$ cat config.mk
export PLATFORM = sky130hd
export DESIGN_NAME = axis_rr_tx_arbiter
export DESIGN_NICKNAME = d
export VERILOG_FILES = /design/src/rtl/axis_rr_tx_arbiter_pkg.sv /design/src/rtl/axis_reg_slice.sv /design/src/rtl/axis_rr_tx_arbiter.sv
export SDC_FILE = /design/constraint.sdc
export NUM_CORES = 1
export LEC_CHECK = 0
export ABC_AREA = 1
export CAP_MARGIN = 5
export CORE_AREA = 2 2 164 166
export CTS_CLUSTER_DIAMETER = 30
export DETAILED_ROUTE_END_ITERATION = 16
export DIE_AREA = 0 0 166 168
export GPL_TIMING_DRIVEN = 0
export PLACE_DENSITY = 0.84
export SKIP_LAST_GASP = 1
export SYNTH_ARGS = -nofsm -noshare
export SYNTH_HDL_FRONTEND = slang
export SYNTH_SLANG_ARGS = --single-unit
$ cat constraint.sdc
create_clock -name clk_i -period 3.8 [get_ports clk_i]
set_input_delay 0.38 -clock clk_i [delete_from_list [all_inputs] [get_ports clk_i]]
set_output_delay 0.38 -clock clk_i [all_outputs]
set_load 0.01 [all_outputs]
$ cat src/rtl/axis_rr_tx_arbiter_pkg.sv
// Shared constants for the TX queue arbiter: FSM encoding and frame counter width.
package axis_rr_tx_arbiter_pkg;

  localparam int FRAME_CNT_W = 32;

  typedef enum logic [0:0] {
    IDLE = 1'b0,
    FWD  = 1'b1
  } arb_state_t;

endpackage

$ cat src/rtl/axis_reg_slice.sv
// Two-entry AXI-Stream register slice; ready depends only on occupancy, so no
// combinational path runs from m_tready back to s_tready.
module axis_reg_slice #(
  parameter int AXIS_WIDTH = 64,
  parameter int KEEP_WIDTH = AXIS_WIDTH/8
) (
  input  logic                  clk_i,
  input  logic                  resetn_i,
  input  logic [AXIS_WIDTH-1:0] s_tdata,
  input  logic [KEEP_WIDTH-1:0] s_tkeep,
  input  logic                  s_tlast,
  input  logic                  s_tvalid,
  output logic                  s_tready,
  output logic [AXIS_WIDTH-1:0] m_tdata,
  output logic [KEEP_WIDTH-1:0] m_tkeep,
  output logic                  m_tlast,
  output logic                  m_tvalid,
  input  logic                  m_tready
);

  typedef struct packed {
    logic                  last;
    logic [KEEP_WIDTH-1:0] keep;
    logic [AXIS_WIDTH-1:0] data;
  } beat_t;

  beat_t      mem [2];
  logic       wr_ptr, rd_ptr;
  logic [1:0] cnt;
  logic       push, pop;

  assign s_tready = (cnt != 2'd2);
  assign m_tvalid = (cnt != 2'd0);
  assign push     = s_tvalid & s_tready;
  assign pop      = m_tvalid & m_tready;
  assign {m_tlast, m_tkeep, m_tdata} = mem[rd_ptr];

  always_ff @(posedge clk_i) begin
    if (!resetn_i) begin
      wr_ptr <= 1'b0;
      rd_ptr <= 1'b0;
      cnt    <= 2'd0;
    end else begin
      wr_ptr <= wr_ptr ^ push;
      rd_ptr <= rd_ptr ^ pop;
      cnt    <= cnt + 2'(push) - 2'(pop);
    end
  end

  // Storage needs no reset: occupancy alone decides what is visible.
  always_ff @(posedge clk_i) begin
    if (push) mem[wr_ptr] <= '{last: s_tlast, keep: s_tkeep, data: s_tdata};
  end

endmodule

$ cat src/rtl/axis_rr_tx_arbiter.sv
// Round-robin, frame-atomic arbiter merging NUM_PORTS AXI-Stream queues onto
// one MAC TX stream through a 2-entry register slice.
module axis_rr_tx_arbiter
  import axis_rr_tx_arbiter_pkg::*;
#(
  parameter int NUM_PORTS  = 4,
  parameter int AXIS_WIDTH = 64,
  parameter int KEEP_WIDTH = AXIS_WIDTH/8
) (
  input  logic                            clk_i,
  input  logic                            resetn_i,
  input  logic [NUM_PORTS*AXIS_WIDTH-1:0] s_axis_tdata_i,
  input  logic [NUM_PORTS*KEEP_WIDTH-1:0] s_axis_tkeep_i,
  input  logic [NUM_PORTS-1:0]            s_axis_tvalid_i,
  input  logic [NUM_PORTS-1:0]            s_axis_tlast_i,
  output logic [NUM_PORTS-1:0]            s_axis_tready_o,
  output logic [AXIS_WIDTH-1:0]           m_axis_tdata_o,
  output logic [KEEP_WIDTH-1:0]           m_axis_tkeep_o,
  output logic                            m_axis_tvalid_o,
  output logic                            m_axis_tlast_o,
  input  logic                            m_axis_tready_i,
  input  logic [NUM_PORTS-1:0]            port_enable_i,
  output logic [NUM_PORTS-1:0]            grant_o,
  output logic [FRAME_CNT_W-1:0]          frame_cnt_o
);

  localparam int IDX_W = (NUM_PORTS > 1) ? $clog2(NUM_PORTS) : 1;

  logic [NUM_PORTS-1:0][AXIS_WIDTH-1:0] tdata_v;
  logic [NUM_PORTS-1:0][KEEP_WIDTH-1:0] tkeep_v;

  arb_state_t             state;
  logic [NUM_PORTS-1:0]   grant;
  logic [IDX_W-1:0]       grant_idx, last_grant, pick_idx;
  logic                   pick_found;
  logic [NUM_PORTS-1:0]   elig;
  logic                   in_valid, in_ready, in_last, accept;
  logic [FRAME_CNT_W-1:0] frame_cnt;

  assign tdata_v = s_axis_tdata_i;
  assign tkeep_v = s_axis_tkeep_i;
  assign elig    = s_axis_tvalid_i & port_enable_i;

  // First eligible port strictly after the previous winner, wrapping.
  always_comb begin
    pick_found = 1'b0;
    pick_idx   = '0;
    for (int i = 1; i <= NUM_PORTS; i++) begin
      if (!pick_found && elig[(int'(last_grant) + i) % NUM_PORTS]) begin
        pick_found = 1'b1;
        pick_idx   = IDX_W'((int'(last_grant) + i) % NUM_PORTS);
      end
    end
  end

  // Enable is deliberately ignored once granted: a frame always runs to tlast.
  assign in_valid        = (state == FWD) && s_axis_tvalid_i[grant_idx];
  assign in_last         = s_axis_tlast_i[grant_idx];
  assign accept          = in_valid && in_ready;
  assign s_axis_tready_o = ((state == FWD) && in_ready) ? grant : '0;

  always_ff @(posedge clk_i) begin
    if (!resetn_i) begin
      state      <= IDLE;
      grant      <= '0;
      grant_idx  <= '0;
      last_grant <= IDX_W'(NUM_PORTS-1);
    end else begin
      case (state)
        IDLE: if (pick_found) begin
          state     <= FWD;
          grant_idx <= pick_idx;
          grant     <= NUM_PORTS'(1) << pick_idx;
        end
        FWD: if (accept && in_last) begin
          state      <= IDLE;
          grant      <= '0;
          last_grant <= grant_idx;
        end
        default: state <= IDLE;
      endcase
    end
  end

  always_ff @(posedge clk_i) begin
    if (!resetn_i)
      frame_cnt <= '0;
    else if (m_axis_tvalid_o && m_axis_tready_i && m_axis_tlast_o)
      frame_cnt <= frame_cnt + 1'b1;
  end

  assign grant_o     = grant;
  assign frame_cnt_o = frame_cnt;

  axis_reg_slice #(
    .AXIS_WIDTH(AXIS_WIDTH),
    .KEEP_WIDTH(KEEP_WIDTH)
  ) u_slice (
    .clk_i    (clk_i),
    .resetn_i (resetn_i),
    .s_tdata  (tdata_v[grant_idx]),
    .s_tkeep  (tkeep_v[grant_idx]),
    .s_tlast  (in_last),
    .s_tvalid (in_valid),
    .s_tready (in_ready),
    .m_tdata  (m_axis_tdata_o),
    .m_tkeep  (m_axis_tkeep_o),
    .m_tlast  (m_axis_tlast_o),
    .m_tvalid (m_axis_tvalid_o),
    .m_tready (m_axis_tready_i)
  );

endmodule

==> impl_metrics.toml <==
[status]
status = "finished, final reports clean"

[worst_setup_path]
cp.arrival_ns = 3.36
critPathCaptureType = "flip-flop"
criticalPathCategory = "reg -> reg"
crit_buf_inv = 3
critPathMaxFanout = 10
path_delay_family = "buffers and inverters"
crit_chain = "buf_2 -> clkbuf_1 -> clkbuf_1 -> nor2_1 -> o22ai_1"
crit_path_frequent_cell = "clkbuf_1"
crit_path_max_incr_delay_ns = 0.76
cp_data_required_time_ns = 3.98
cp.depth = 5
rr_worst_depth = 5
slowest_stage = "clkbuf_1"
crit_path_start_kind = "flip-flop"

[logic_synthesis]
avgSynthCellArea_um2 = 9.48
synth_area_leaders = "edfxtp_1 (45%), dfxtp_1 (9.4%), mux2_2 (8.3%)"
synth_area_um2 = 9820
synth_top_cells_by_count = "nor2_1 (196), o21ai_0 (159), edfxtp_1 (146)"
yosysSeqAreaShare_pct = 54.0
ys_ff_latch = 192
ys_types = 39
synth_fp_nets = 1344
synthCells = 1036
yosysMostFrequentCell = "nor2_1"
async_flop_share_pct = 0
yosys_most_used_dff = "edfxtp_1"
synth_top_area_share_pct = 44.6
synth_edf_count = 146
ys_warn_count = 0
synth_top_area_cell = "edfxtp_1"

[timing]
fin_crit_sh_pct = 83.6
slew_violations = 0
setup_viol = 0
tightest_slew_ns = 0.942
max_slew_margin_pct = 37.2
hold_violations = 0
min_period_ns = 3.18
rsz0062_at_grt = "false"
fmax_mhz = 315
clock_skew_ns = 0.00931

[global_routing]
antenna_found_initial = 8
grt.overflow.total = 0
track_usage_pct = 26.4
grt_pass1_vias = 9633
grt_pass1_wl_mm = 56.3
grt_max_degree = 50

[drt]
drtPass1Iterations = 5
num_vias = 9814
drt-initial-drc-count = 840
viasPerCell = 5.35
wirelength_mm = 37.9
ant_nets = 0
post_drt_wl_per_cell_um = 20.7
drc = 0

[placed_design]
dp_cells = 1795
gp_congestion = 0.936
portBuffers = 416
hpwl_mm = 28.4

[floorplanning]
die_w_um = 166
initial_utilization_pct = 37.3
core_area_um2 = 26400
die_height_um = 168
row_count = 60
io_pins = 417
dieArea_um2 = 27900

[cts]
clk_latency_ns = 0.43
cts_tree = "built"
numClockSinks = 192
postCtsResizedCells = 0
cts_buffers = 17
htreeDepth = 4
ctsHoldBuffers = 0
clk_pin_slew_ns = 0.08
root_buffer = "clkbuf_16"
max-clock-path-buffers = 2
post_cts_buffers = 0

[hold_path]
hold_depth = 2
hold_class = "reg -> reg"

[finish]
final_cells = 1834
drive_above_1_share_pct = 9.69
syn_to_final_growth_pct = 54.0
nets = 1781

[power_and_ir_drop]
powerDensity_nw_per_um2 = 608
peakVddDrop_mv = 0.395
p_leak_nw = 5.28
power_mw = 9.20

[flow_run]
maxCapViolations = 0
-- power by group --
group          total (mW)  switching [mW]  internal, mW
Sequential           3.08           0.134          2.94
Clock                1.81           0.912         0.899
Combinational        4.31            2.55          1.76
Total                9.20            3.59          5.61
-- final cells by class --
class	count	area, um^2
clock inverters	15	189
repair buffers	418	4220
flip-flops and latches	192	5310
inverters	50	188
multi-input cells	730	4090
diodes	7	17.5
well taps	341	427
plain buffers	64	263
clock buffers	17	425
fillers	2217	11200
-- routing by layer --
layer / vias up / track usage [%] / share of wire (%)
met3: 74 / 6.79 / 8.7
li1: 4567 / - / -
met2: 501 / 45.3 / 49
met4: 2 / 8.81 / 3.1
met5: - / 0 / 0.034
met1: 4670 / 32.6 / 39
-- kinds of logic after synthesis --
logic type                 count (synthesis)  synth area share, %
adders and majority gates                  5                0.637
AOI/OAI and AO/OA                        276                 15.4
muxes                                     72                 8.25
buffers and inverters                    114                 4.58
xor gates and xnor gates                  16                 1.43
and+or+nand+nor                          361                 15.7
DFF                                      192                 54.0
-- worst register-to-register path, cell delays in order, from the launching register on --
cell	delay, ns
dfxtp_1	0.63
buf_2	0.39
clkbuf_1	0.65
clkbuf_1	0.76
nor2_1	0.12
o22ai_1	0.39
-- through the flow --
step | instance area (um^2) | setup WS, ns | utilization, % | hold slack, ns | setup TNS (ns)
finish | 15100 | 0.623 | 57.4 | 0.479 | 0
global route | 15100 | 0.488 | 57.4 | 0.513 | 0
CTS | 15100 | 0.541 | 57.3 | 0.485 | 0
detailed placement | 14500 | 0.559 | 55.0 | 0.474 | 0
global placement | 14400 | -1.16 | 54.7 | 0.439 | -167.52
floorplan | 9820 | 0.541 | - | 0.425 | 0
-- placed cells by master, fill, tap and decap left out, types with 17 or more instances in the layout --
cell type / netlist / layout
clkbuf_1: 51 / 51
clkbuf_16: 0 / 17
o21ai_0: 159 / 159
clkdlybuf4s50_1: 0 / 416
dfxtp_1: 46 / 46
mux2_2: 72 / 72
o22ai_1: 73 / 73
nand3_1: 27 / 27
inv_1: 47 / 47
nor2_1: 196 / 196
edfxtp_1: 146 / 146
nand2_1: 99 / 99
a21oi_1: 30 / 30
-- path summary, 6_finish.rpt --
kind                start            endpoint  slack [ns]
max          grant_idx[0]  u_slice.mem[0][48]        0.62
min                 state               state        0.48
max reg2reg  grant_idx[0]  u_slice.mem[0][48]        0.62
min reg2reg         state               state        0.48
-- sequential cells by signal, indices dropped and copies added (netlist names), named ones only --
register	cells
last_grant	2
frame_cnt_o	32
u_slice.mem	146
grant_idx	2
state	1
u_slice.wr_ptr	1
grant_o	4
u_slice.cnt	2
u_slice.rd_ptr	1
Note: power is estimated with default switching activity, not from simulation.
